**src/rtl/uart_pkg.sv**
```systemverilog
// Shared UART definitions: frame geometry, transmit FSM states and baud math.
package uart_pkg;

  localparam int UART_DATA_BITS = 8;

  typedef enum logic [1:0] {
    IDLE  = 2'd0,
    START = 2'd1,
    DATA  = 2'd2,
    STOP  = 2'd3
  } tx_state_t;

  function automatic int bauds_per_bit(input int clk_freq, input int baud_rate);
    return clk_freq / baud_rate;
  endfunction

endpackage

```
**src/rtl/uart_tx_fifo.sv**
```systemverilog
// Synchronous FIFO buffering bytes ahead of the transmit serializer.
module uart_tx_fifo #(
  parameter int Depth = 4,
  parameter int Width = 8
) (
  input  logic                       i_clk,
  input  logic                       i_rst_n,
  input  logic                       push,
  input  logic [Width-1:0]           wdata,
  input  logic                       pop,
  output logic [Width-1:0]           rdata,
  output logic                       full,
  output logic                       empty,
  output logic [$clog2(Depth+1)-1:0] count
);

  localparam int PtrW = $clog2(Depth);
  localparam int CntW = $clog2(Depth + 1);

  logic [Width-1:0] mem [Depth];
  logic [PtrW-1:0]  wr_ptr;
  logic [PtrW-1:0]  rd_ptr;
  logic             do_push;
  logic             do_pop;

  // A full FIFO refuses pushes even when a pop frees a slot in the same cycle.
  assign do_push = push && !full;
  assign do_pop  = pop && !empty;

  assign full  = (count == CntW'(Depth));
  assign empty = (count == '0);
  assign rdata = mem[rd_ptr];

  always_ff @(posedge i_clk) begin
    if (do_push) mem[wr_ptr] <= wdata;
  end

  // Pointers wrap naturally because Depth is a power of two.
  always_ff @(posedge i_clk or negedge i_rst_n) begin
    if (!i_rst_n) begin
      wr_ptr <= '0;
      rd_ptr <= '0;
      count  <= '0;
    end else begin
      if (do_push) wr_ptr <= wr_ptr + PtrW'(1);
      if (do_pop)  rd_ptr <= rd_ptr + PtrW'(1);
      case ({do_push, do_pop})
        2'b10:   count <= count + CntW'(1);
        2'b01:   count <= count - CntW'(1);
        default: count <= count;
      endcase
    end
  end

endmodule

```
**src/rtl/uart_tx.sv**
```systemverilog
// 8N1 UART transmitter: buffered bytes are serialized LSB first, queued frames
// leave back-to-back with no idle gap.
module uart_tx
  import uart_pkg::*;
#(
  parameter int ClkFreq   = 10_000_000,
  parameter int BaudRate  = 115200,
  parameter int FifoDepth = 4
) (
  input  logic       i_clk,
  input  logic       i_rst_n,
  input  logic       i_tx_valid,
  input  logic [7:0] i_tx_byte,
  output logic       o_tx_ready,
  output logic       o_tx,
  output logic       o_tx_busy
);

  localparam int BaudsPerBit = bauds_per_bit(ClkFreq, BaudRate);
  localparam int CntW        = (BaudsPerBit < 2) ? 1 : $clog2(BaudsPerBit);
  localparam int BitW        = $clog2(UART_DATA_BITS);
  localparam int FifoCntW    = $clog2(FifoDepth + 1);

  if (BaudsPerBit < 2) begin : g_bad_baud
    $error("uart_tx: ClkFreq/BaudRate must be at least 2");
  end
  if (FifoDepth < 2 || (FifoDepth & (FifoDepth - 1)) != 0) begin : g_bad_depth
    $error("uart_tx: FifoDepth must be a power of 2 and at least 2");
  end

  tx_state_t                 state_q, state_d;
  logic [CntW-1:0]           baud_cnt_q, baud_cnt_d;
  logic [BitW-1:0]           bit_idx_q, bit_idx_d;
  logic [UART_DATA_BITS-1:0] shift_q, shift_d;
  logic                      tx_q, tx_d;

  logic                      fifo_push;
  logic                      fifo_pop;
  logic [UART_DATA_BITS-1:0] fifo_rdata;
  logic                      fifo_full;
  logic                      fifo_empty;
  logic [FifoCntW-1:0]       fifo_count;
  logic                      bit_last;

  assign o_tx_ready = !fifo_full;
  assign fifo_push  = i_tx_valid && o_tx_ready;
  assign o_tx       = tx_q;
  assign o_tx_busy  = (state_q != IDLE) || (fifo_count != '0);
  assign bit_last   = (baud_cnt_q == CntW'(BaudsPerBit - 1));

  uart_tx_fifo #(
    .Depth (FifoDepth),
    .Width (UART_DATA_BITS)
  ) u_fifo (
    .i_clk   (i_clk),
    .i_rst_n (i_rst_n),
    .push    (fifo_push),
    .wdata   (i_tx_byte),
    .pop     (fifo_pop),
    .rdata   (fifo_rdata),
    .full    (fifo_full),
    .empty   (fifo_empty),
    .count   (fifo_count)
  );

  always_ff @(posedge i_clk or negedge i_rst_n) begin
    if (!i_rst_n) begin
      state_q    <= IDLE;
      baud_cnt_q <= '0;
      bit_idx_q  <= '0;
      shift_q    <= '0;
      tx_q       <= 1'b1;
    end else begin
      state_q    <= state_d;
      baud_cnt_q <= baud_cnt_d;
      bit_idx_q  <= bit_idx_d;
      shift_q    <= shift_d;
      tx_q       <= tx_d;
    end
  end

  // o_tx is loaded one cycle ahead so each bit's level is registered at its boundary.
  always_comb begin
    state_d    = state_q;
    baud_cnt_d = bit_last ? '0 : baud_cnt_q + CntW'(1);
    bit_idx_d  = bit_idx_q;
    shift_d    = shift_q;
    tx_d       = tx_q;
    fifo_pop   = 1'b0;

    case (state_q)
      IDLE: begin
        baud_cnt_d = '0;
        tx_d       = 1'b1;
        if (!fifo_empty) begin
          fifo_pop = 1'b1;
          shift_d  = fifo_rdata;
          tx_d     = 1'b0;
          state_d  = START;
        end
      end
      START: begin
        if (bit_last) begin
          tx_d      = shift_q[0];
          bit_idx_d = '0;
          state_d   = DATA;
        end
      end
      DATA: begin
        if (bit_last) begin
          if (bit_idx_q == BitW'(UART_DATA_BITS - 1)) begin
            tx_d    = 1'b1;
            state_d = STOP;
          end else begin
            shift_d   = shift_q >> 1;
            tx_d      = shift_q[1];
            bit_idx_d = bit_idx_q + BitW'(1);
          end
        end
      end
      STOP: begin
        if (bit_last) begin
          if (!fifo_empty) begin
            fifo_pop = 1'b1;
            shift_d  = fifo_rdata;
            tx_d     = 1'b0;
            state_d  = START;
          end else begin
            state_d = IDLE;
          end
        end
      end
      default: begin
        state_d = IDLE;
        tx_d    = 1'b1;
      end
    endcase
  end

endmodule

```
**config.mk**
```make
export PLATFORM = sky130hd
export DESIGN_NAME = uart_tx
export DESIGN_NICKNAME = d
export VERILOG_FILES = /design/src/rtl/uart_pkg.sv /design/src/rtl/uart_tx_fifo.sv /design/src/rtl/uart_tx.sv
export SDC_FILE = /design/constraint.sdc
export NUM_CORES = 1
export LEC_CHECK = 0
export ABC_AREA = 1
export BUFFER_PORTS_ARGS = -buffer_cell sky130_fd_sc_hd__buf_2
export CAP_MARGIN = 20
export CORE_AREA = 8 8 94 96
export CTS_CLUSTER_DIAMETER = 150
export DETAILED_ROUTE_END_ITERATION = 8
export DIE_AREA = 0 0 102 104
export PLACE_DENSITY = 0.65
export SLEW_MARGIN = 5
export SYNTH_ARGS = -nofsm -noshare
export SYNTH_HDL_FRONTEND = slang
export SYNTH_SLANG_ARGS = --single-unit
export TNS_END_PERCENT = 100
```
**constraint.sdc**
```tcl
create_clock -name i_clk -period 6.7 [get_ports i_clk]
set_input_delay 1.005 -clock i_clk [delete_from_list [all_inputs] [get_ports i_clk]]
set_output_delay 1.005 -clock i_clk [all_outputs]
set_load 0.1 [all_outputs]
```
After elaboration in Yosys (flattened, before gate mapping) --
Memories as Yosys holds them, arrays and structs flattened. Cells that the tools add are included. Widths: inputs -> output; s select.
Storage, ports and cells: bits in registers 28, memories kept 1, output and inout port bits 3, RAM bits 32
Memories:
- u_fifo.mem | words 4, width 8, rd ports 1, clocked after memory_dff 0, wr ports 1, RTL line uart_tx_fifo.sv:20 | logic [Width-1:0] mem [Depth];
Cells by class: muxes and demuxes 31, add/sub/neg operators 6, reduce and logical (&&, ||, !) cells 17, equal/unequal tests 15
Operator list (count):
- $mux 8 | 4
- $pmux 8 s3 | 1
- $mux 7 | 2
- $ne 2x2->1 const B | 7
- $pmux 3 s2 | 2
- $reduce_and 4->1 | 3
- $mux 1 | 11
- $mux 2 | 5
- $mux 3 | 3
- $pmux 2 s4 | 1
- $add 7x1->7 const B | 1
- $eq 7x7->1 const B | 1
- $add 3x1->3 const B | 2
- $eq 2x2->1 const B | 3
- $eq 3x3->1 const B | 2
- $reduce_bool 2->1 | 3
- $reduce_bool 3->1 | 2
- $reduce_and 5->1 | 1
- $add 2x1->2 const B | 2
- $eq 2x1->1 const B | 2
- $pmux 1 s4 | 1
- $logic_and 1x1->1 | 3
- $logic_not 3->1 | 1
- $sub 3x1->3 const B | 1
- 4 further kinds | 5

Longest topological paths before layout --
Gate-level depths: netlist of run 1.
depth after elaboration 7, mapped depth 14, depth with buffers taken out 14

By module --
Synthesis of run 1 repeated with hierarchy kept, for this count alone.
Unflattened totals: cell total of the unflattened synthesis 314, area, all modules 2984.1 um2
Modules (own cells, without submodules):
- uart_tx_fifo | seq. area each 1136.1 um2, times used 1, area each 1741.7 um2, cells an instance 154
- uart_tx | seq. area each 526.8 um2, times used 1, area each 1242.4 um2, cells an instance 160

Least setup slack after synthesis of run 1 --
Ideal clock, no wire load.
kind register to register, from register u_fifo.count[0], to register u_fifo.count[2], slack 4.098 ns, data arrival time 2.471 ns, stages on the path, launching flop included 10, clock period less this slack 2.602 ns, path through dfrtp_1 > nor2_4 > nand2_1 > nand2_2 > ha_1 > inv_1 > fa_1 > a21oi_1 > o21ai_0 > xor2_1
RTL lines:
- from (decl) | RTL line uart_tx_fifo.sv:14 | output logic [$clog2(Depth+1)-1:0] count
- from (signal assigned) | RTL line uart_tx_fifo.sv:48 | 2'b10: count <= count + CntW'(1);
- from (signal assigned) | RTL line uart_tx_fifo.sv:49 | 2'b01: count <= count - CntW'(1);
- from (signal assigned) | RTL line uart_tx_fifo.sv:50 | default: count <= count;
- $eq 3x3->1 * | RTL line uart_tx_fifo.sv:30 | assign full = (count == CntW'(Depth));
- $logic_not 1->1 * | RTL line uart_tx.sv:45 | assign o_tx_ready = !fifo_full;
- via o_tx_ready | RTL line uart_tx.sv:14 | output logic o_tx_ready,
- $logic_and 1x1->1 | RTL line uart_tx.sv:46 | assign fifo_push = i_tx_valid && o_tx_ready;
- $logic_and 1x1->1 * | RTL line uart_tx_fifo.sv:27 | assign do_push = push && !full;
- $eq 2x1->1 or $eq 2x2->1 (tied branches) | RTL line uart_tx_fifo.sv:47 | case ({do_push, do_pop})
- $pmux 3 s2 or $reduce_bool 2->1 (tied branches)
Mark *: on every way through the listed nets, which the timed path passes. The rest lies on a longest branch. A chain may end at the register's enable or synchronous reset.

Final worst setup path of run 1 --
from register state_q[0], to output port o_tx_busy
Between the ends: cells in the longest elaborated chain, start to end 2
RTL lines:
- from (decl) | RTL line uart_tx.sv:31 | tx_state_t state_q, state_d;
- from (signal assigned) | RTL line uart_tx.sv:74 | state_q <= state_d;
- $reduce_bool 2->1 | RTL line uart_tx.sv:48 | assign o_tx_busy = (state_q != IDLE) || (fifo_count != '0);
- $logic_or 1x1->1 | RTL line uart_tx.sv:48
- to (decl) | RTL line uart_tx.sv:16 | output logic o_tx_busy
No other way between the ends.

==> flow_metrics.py, run 1 <==
metrics = {
    "clock_network": {
        "cts.clk_slew.worst_paths_ns": 0.06,
        "ctsResizeCount": 0,
        "cts_tree": "done",
        "htreeDepth": 3,
        "cts-root-buf": "clkbuf_8",
        "cts_hold_buf": 0,
        "cts_max_path_buffers": 2,
        "clkLatencyLatePin_ns": 0.34,
        "numCtsBuffers": 9,
        "cts_num_sinks": 60,
        "post_cts_buffers": 0,
    },
    "worst_setup_path": {
        "worst-path-max-fanout": 5,
        "critPathLaunchType": "flip-flop",
        "cp.arrival_ns": 1.73,
        "cp.required_ns": 5.69,
        "criticalPathCategory": "reg2out",
        "endpoint_kind": "primary output",
        "worst_r2r_startpoint": "state_q[0]",
        "startpoint": "state_q[0]",
        "cp-endpoint": "o_tx_busy",
        "ff2ff_path_depth": 11,
        "rrSetupSlack_ns": 4.25,
        "r2r-end": "u_fifo.count[2]",
    },
    "cells_and_area": {
        "finish.utilization_pct": 43.6,
        "syn_to_final_growth_pct": 12.6,
        "multi_input_area_um2": 1080,
        "n_fill_cell": 768,
        "final_common_cell": "nand2_1",
        "diodes": 0,
        "seq_area_um2": 1660,
        "drive_above_1_share_pct": 12.5,
        "nets": 341,
        "final_cell_mix": "107 x nand2_1, 34 x nand3_1, 32 x edfxtp_1",
    },
    "global_routing": {
        "grt_pass1_vias": 2039,
        "antenna_found_initial": 0,
        "grtUsageTotal_pct": 11.7,
        "grt-ovfl-total": 0,
        "grt_pass1_wl_mm": 9.56,
        "grt_max_degree": 29,
    },
    "floorplan": {
        "core_area_um2": 7450,
        "dieArea_um2": 10600,
        "rows": 32,
        "ioPinCount": 14,
        "fp.dieW_um": 102,
        "initial_core_util_pct": 38.7,
        "die_h_um": 104,
    },
    "synthesis": {
        "synth_nets": 322,
        "synth_warnings": 0,
        "ys_seq_elements": 60,
        "netlist_area_um2": 2880,
        "netlist_instances": 297,
        "post_synth.cell_area_avg_um2": 9.71,
        "yosys.cell_types.count": 31,
        "synth_seq_area_share_pct": 57.7,
    },
    "timing": {
        "clock.fmax_mhz": 366,
        "finClkSkew_ns": 0.00745,
        "finalSetupTns_ns": 0,
        "min_period_ns": 2.73,
        "grt_setup_unrepaired": "false",
        "tightest_slew_ns": 0.921,
        "hold_viol_final": 0,
        "finalSetupViolCount": 0,
        "whs_ns": 0.466,
        "drv_slew": 0,
        "post-route-period-util_pct": 40.8,
        "max-slew-margin-rel_pct": 38.4,
    },
    "placed_design": {
        "globalplace.congestion": 0.719,
        "portBuffers": 13,
        "dp.final_hpwl_mm": 3.74,
    },
    "pwr": {
        "p_per_area_nw_per_um2": 298,
        "vdd_drop_max_v": 0.000147,
        "p_leak_nw": 1.45,
        "finalPower_w": 0.000967,
    },
    "detailed_routing": {
        "route.detailed.drc": 0,
        "wl_mm": 5.48,
        "dr_total_vias": 1977,
        "wl_per_cell_um": 13.0,
        "drt_iter0_drc": 75,
        "via_per_inst": 4.67,
        "first_pass_iters": 4,
        "ant_nets": 0,
    },
    "run_status": {
        "status": "finished, final reports clean",
    },
    "hold_path": {
        "hold_path.class": "reg2reg",
    },
    "run": {
        "cap_violations": 0,
    },
}
metal layers:
metal / up-vias / wire, um / track usage, %
li1: 1012 / - / -
met1: 935 / 2510 / 13.7
met2: 24 / 2720 / 18.4
met3: 6 / 185 / 5.09
met4: 0 / 58 / 4.20
met5: - / 0 / 0
state kept, by name (all words and copies together) (netlist names):
register	flops
state_q	2
u_fifo.wr_ptr	2
baud_cnt_q	7
bit_idx_q	3
u_fifo.rd_ptr	2
u_fifo.count	3
u_fifo.mem	32
shift_q	8
o_tx	1
where the power goes:
| part | switching, W | internal, W |
|---|---|---|
| Combinational | 0.000109 | 0.0000404 |
| Sequential | 0.0000230 | 0.000448 |
| Clock | 0.000139 | 0.000208 |
logic make-up after synthesis:
group           after synthesis  share of synthesized area (%)
compound gates               14                           3.17
xor+xnor                      5                           1.52
buf+inv                      31                           4.77
flops                        60                           57.7
fa+ha+maj                    14                           6.34
simple gates                173                           26.5
cell type report:
type | instances | area share, %
tap | 102 | 3.93
clock inverter | 5 | 2.39
sequential | 60 | 51.2
timing repair buffer | 13 | 2.00
multi-input combinational | 206 | 33.3
inverter | 26 | 3.08
clock buffer | 11 | 4.05
how the worst min path moves through the flow:
stage	endpoint	slack, ns	depth (start not counted)	start
detailed placement	o_tx	0.46	2	o_tx
CTS	o_tx	0.47	2	o_tx
global placement	o_tx	0.45	2	o_tx
floorplan	bit_idx_q[1]	0.45	2	bit_idx_q[1]
global route	o_tx	0.48	2	o_tx
finish	o_tx	0.47	2	o_tx
stage by stage:
| step | worst slack, ns | cells | cell area (um2) |
|---|---|---|---|
| after floorplan | 4.10 | 297 | 2880 |
| after global placement | 4.32 | 407 | 3040 |
| after detailed placement | 4.25 | 407 | 3040 |
| after CTS | 3.96 | 423 | 3250 |
| after global routing | 3.90 | 423 | 3250 |
| final | 3.97 | 423 | 3250 |
worst max-delay path: stages (launching register included):
cell and delay (ns):
dfrtp_1 0.44, inv_1 0.11, ha_1 0.24, nand3_1 0.15, buf_2 0.45
cells in the mapped netlist, drive strengths merged:
library cell / instances / area (um2)
nor2: 19 / 86.3
xor2: 3 / 26.3
xnor2: 2 / 17.5
dfstp: 1 / 26.3
a21oi: 8 / 55.1
buf: 4 / 33.8
dfrtp: 27 / 676
clkbuf: 1 / 3.75
nor3b: 2 / 15.0
or2: 1 / 6.26
o21ai: 5 / 28.8
inv: 26 / 100
nand3b: 2 / 15.0
nand2: 110 / 425
ha: 13 / 163
edfxtp: 32 / 961
fa: 1 / 20.0
nand3: 36 / 198
nand4: 3 / 18.8
o31ai: 1 / 7.51
Power figures use the tool's default switching activity.
==> run 2, diff against run 1 <==
--- a/config.mk
+++ b/config.mk
@@ -12,7 +12,7 @@
 export CTS_CLUSTER_DIAMETER = 150
 export DETAILED_ROUTE_END_ITERATION = 8
 export DIE_AREA = 0 0 102 104
-export PLACE_DENSITY = 0.65
+export PLACE_DENSITY = 0.67
 export SLEW_MARGIN = 5
 export SYNTH_ARGS = -nofsm -noshare
 export SYNTH_HDL_FRONTEND = slang
==> constraint.sdc (replaced) <==
create_clock -name i_clk -period 2.25 [get_ports i_clk]
set_input_delay 0.3375 -clock i_clk [delete_from_list [all_inputs] [get_ports i_clk]]
set_output_delay 0.3375 -clock i_clk [all_outputs]
set_load 0.1 [all_outputs]
==> run 2 against run 1 <==
Effect of this change:
- utilization increased by 2.1 points
- final cell count increased by 3.5%
- count of clock-buffer cells in the layout down 2
- clock power rose by 150%
- worst setup slack got worse by 3.8 ns
- global-route usage is 0.37 points lower
- die area unchanged
- sequential share of layout area fell by 2.3 points
- total power rose to 2.9 times the previous value
- via count grew 4.5%
- clock skew is essentially flat
==> flow_metrics.py, run 2 (synthesis results as in run 1) <==
metrics = {
    "run_status": {
        "status": "finished, final reports clean",
    },
    "cells_and_area": {
        "largest_reg_flops": 32,
        "syn_to_final_growth_pct": 18.0,
        "finalInstanceArea_um2": 3400,
        "diodes": 0,
        "drive_above_1_share_pct": 21.1,
        "top_register": "u_fifo.mem",
        "final_common_cell": "nand2_1",
        "final_cell_mix": "105 x nand2_1, 34 x nand3_1, 32 x edfxtp_1",
        "nets": 356,
        "reg_top3": "u_fifo.mem: 32 flops, shift_q: 8 flops, baud_cnt_q: 7 flops",
    },
    "placed_design": {
        "portBuffers": 13,
        "dpl_cell_area_um2": 3140,
        "dp.final_hpwl_mm": 3.84,
        "globalplace.congestion": 0.743,
    },
    "global_routing": {
        "met1_usage_pct": 12.9,
        "grt_pass1_vias": 2042,
        "met2_usage_pct": 19.0,
        "grt_max_degree": 29,
        "grtUsageTotal_pct": 11.3,
        "busiest_layer": "met2",
        "grt_pass1_wl_mm": 9.43,
        "use_met3_pct": 3.75,
        "grt-ovfl-total": 0,
        "antenna_found_initial": 0,
    },
    "worst_setup_path": {
        "r2r-end": "u_fifo.count[2]",
        "cp_top_family": "adder cells",
        "cp.depth": 11,
        "cp.arrival_ns": 2.33,
        "cp-endpoint": "u_fifo.count[2]",
        "critPathLaunchType": "flip-flop",
        "cp.required_ns": 2.47,
        "crit_buf_inv": 3,
        "ff2ff_path_depth": 11,
        "worst_r2r_startpoint": "state_q[0]",
        "worst-path-max-fanout": 3,
        "rrSetupSlack_ns": 0.14,
        "endpoint_kind": "flip-flop",
        "crit_path_top_delay_cell": "dfrtp_1",
        "crit_path_cell_trace": "inv_1, ha_4, a21oi_2, nand3_4, inv_2, ha_4, inv_4, fa_2, a21oi_2, o21ai_1, xor2_1",
        "max_stage_delay_ns": 0.38,
        "startpoint": "state_q[0]",
        "criticalPathCategory": "reg2reg",
    },
    "timing": {
        "tightest_slew_ns": 0.637,
        "drv_slew": 0,
        "min_period_ns": 2.11,
        "clock.fmax_mhz": 474,
        "finalSetupViolCount": 0,
        "max-slew-margin-rel_pct": 57.5,
        "finalSetupTns_ns": 0,
        "hold_viol_final": 0,
        "post-route-period-util_pct": 93.9,
        "finClkSkew_ns": 0.00782,
        "whs_ns": 0.0195,
    },
    "detailed_routing": {
        "wl_per_cell_um": 12.5,
        "route.detailed.drc": 0,
        "first_pass_iters": 4,
        "ant_nets": 0,
        "wl_mm": 5.48,
        "dr_total_vias": 2066,
        "via_per_inst": 4.72,
        "drt_iter0_drc": 78,
    },
    "pwr": {
        "finalPower_w": 0.00278,
        "switching_share_pct": 31.3,
        "vdd_drop_max_v": 0.000540,
        "power.switching_w": 0.000869,
        "combPwrFrac_pct": 18.4,
        "p_leak_nw": 1.51,
        "p_per_area_nw_per_um2": 817,
        "p_int_w": 0.00191,
        "p_seq_share_pct": 50.4,
        "clkPwrFrac_pct": 31.2,
    },
    "floorplan": {
        "rows": 32,
        "initial_core_util_pct": 38.7,
        "core_area_um2": 7450,
        "ioPinCount": 14,
        "fp.dieW_um": 102,
        "dieArea_um2": 10600,
        "die_h_um": 104,
    },
    "clock_network": {
        "cts_max_path_buffers": 2,
        "cts_tree": "done",
        "cts_num_sinks": 60,
        "cts-root-buf": "clkbuf_8",
        "htreeDepth": 3,
        "numCtsBuffers": 9,
        "clkLatencyLatePin_ns": 0.34,
        "cts.clk_slew.worst_paths_ns": 0.07,
    },
    "hold_path": {
        "hold_path.class": "in2async",
    },
    "run": {
        "cap_violations": 0,
    },
}
run 2: cell types whose count changed in the layout (fill, tap and decap cells not counted), sizes merged:
| cell | before | now |
|---|---|---|
| clkinv | 3 | 2 |
| inv | 26 | 29 |
| bufinv | 2 | 0 |
| clkbuf | 11 | 9 |
| clkinvlp | 0 | 2 |
| buf | 13 | 28 |
run 2: worst min-delay path by stage:
stage | start | to | slack, ns | depth (start not counted)
finish | i_rst_n | baud_cnt_q[2] | 0.02 | 1
global route | i_rst_n | u_fifo.count[1] | 0.05 | 1
CTS | i_rst_n | baud_cnt_q[2] | 0.03 | 1
detailed placement | i_rst_n | baud_cnt_q[3] | 0.40 | 1
global placement | i_rst_n | baud_cnt_q[3] | 0.40 | 1
floorplan | i_rst_n | baud_cnt_q[0] | 0.04 | 0
run 2: layout make-up:
cell class              instances  area, um2
fillers                       719       4050
clock inverters                 7       58.8
well taps                     102        128
multi-input cells             206       1150
clock buffers                   9        124
inverters                      26        103
flip-flops and latches         60       1660
repair buffers                 28        178
run 2: repair_timing:
action                     4_1_cts  5_1_grt
setup endpoints to repair        1        2
resized for setup                3       14
hold buffers                     0        0
hold endpoints to repair         0        0
setup buffers                    0        2
pin swaps                        0        4
cloned                           0        0
run 2: routing by layer:
metal	wire [um]	up-vias
met3	241	2
met2	2800	46
met1	2400	977
met4	30	0
met5	0	-
li1	-	1041
run 2: worst reg2reg max path, stage by stage (launching register included):
cell     delay, ns
dfrtp_1       0.38
inv_1         0.15
ha_4          0.23
a21oi_2       0.16
nand3_4       0.10
inv_2         0.08
ha_4          0.14
inv_4         0.04
fa_2          0.37
a21oi_2       0.12
o21ai_1       0.08
xor2_1        0.14
run 2: power by group through the flow:
stage	Sequential, W	Combinational [W]	Clock, W
floorplan	0.00141	0.000338	0
global placement	0.00142	0.000476	0
detailed placement	0.00142	0.000499	0
CTS	0.00140	0.000508	0.000893
global route	0.00141	0.000581	0.000942
finish	0.00140	0.000511	0.000867
run 2: metrics by stage:
step	util (%)	setup WS, ns	cells
after floorplan	-	0.0201	297
after global placement	42.2	0.0481	420
after detailed placement	42.2	-0.0406	420
after CTS	44.8	0.0181	436
after global routing	45.7	-0.0233	438
final	45.7	0.138	438
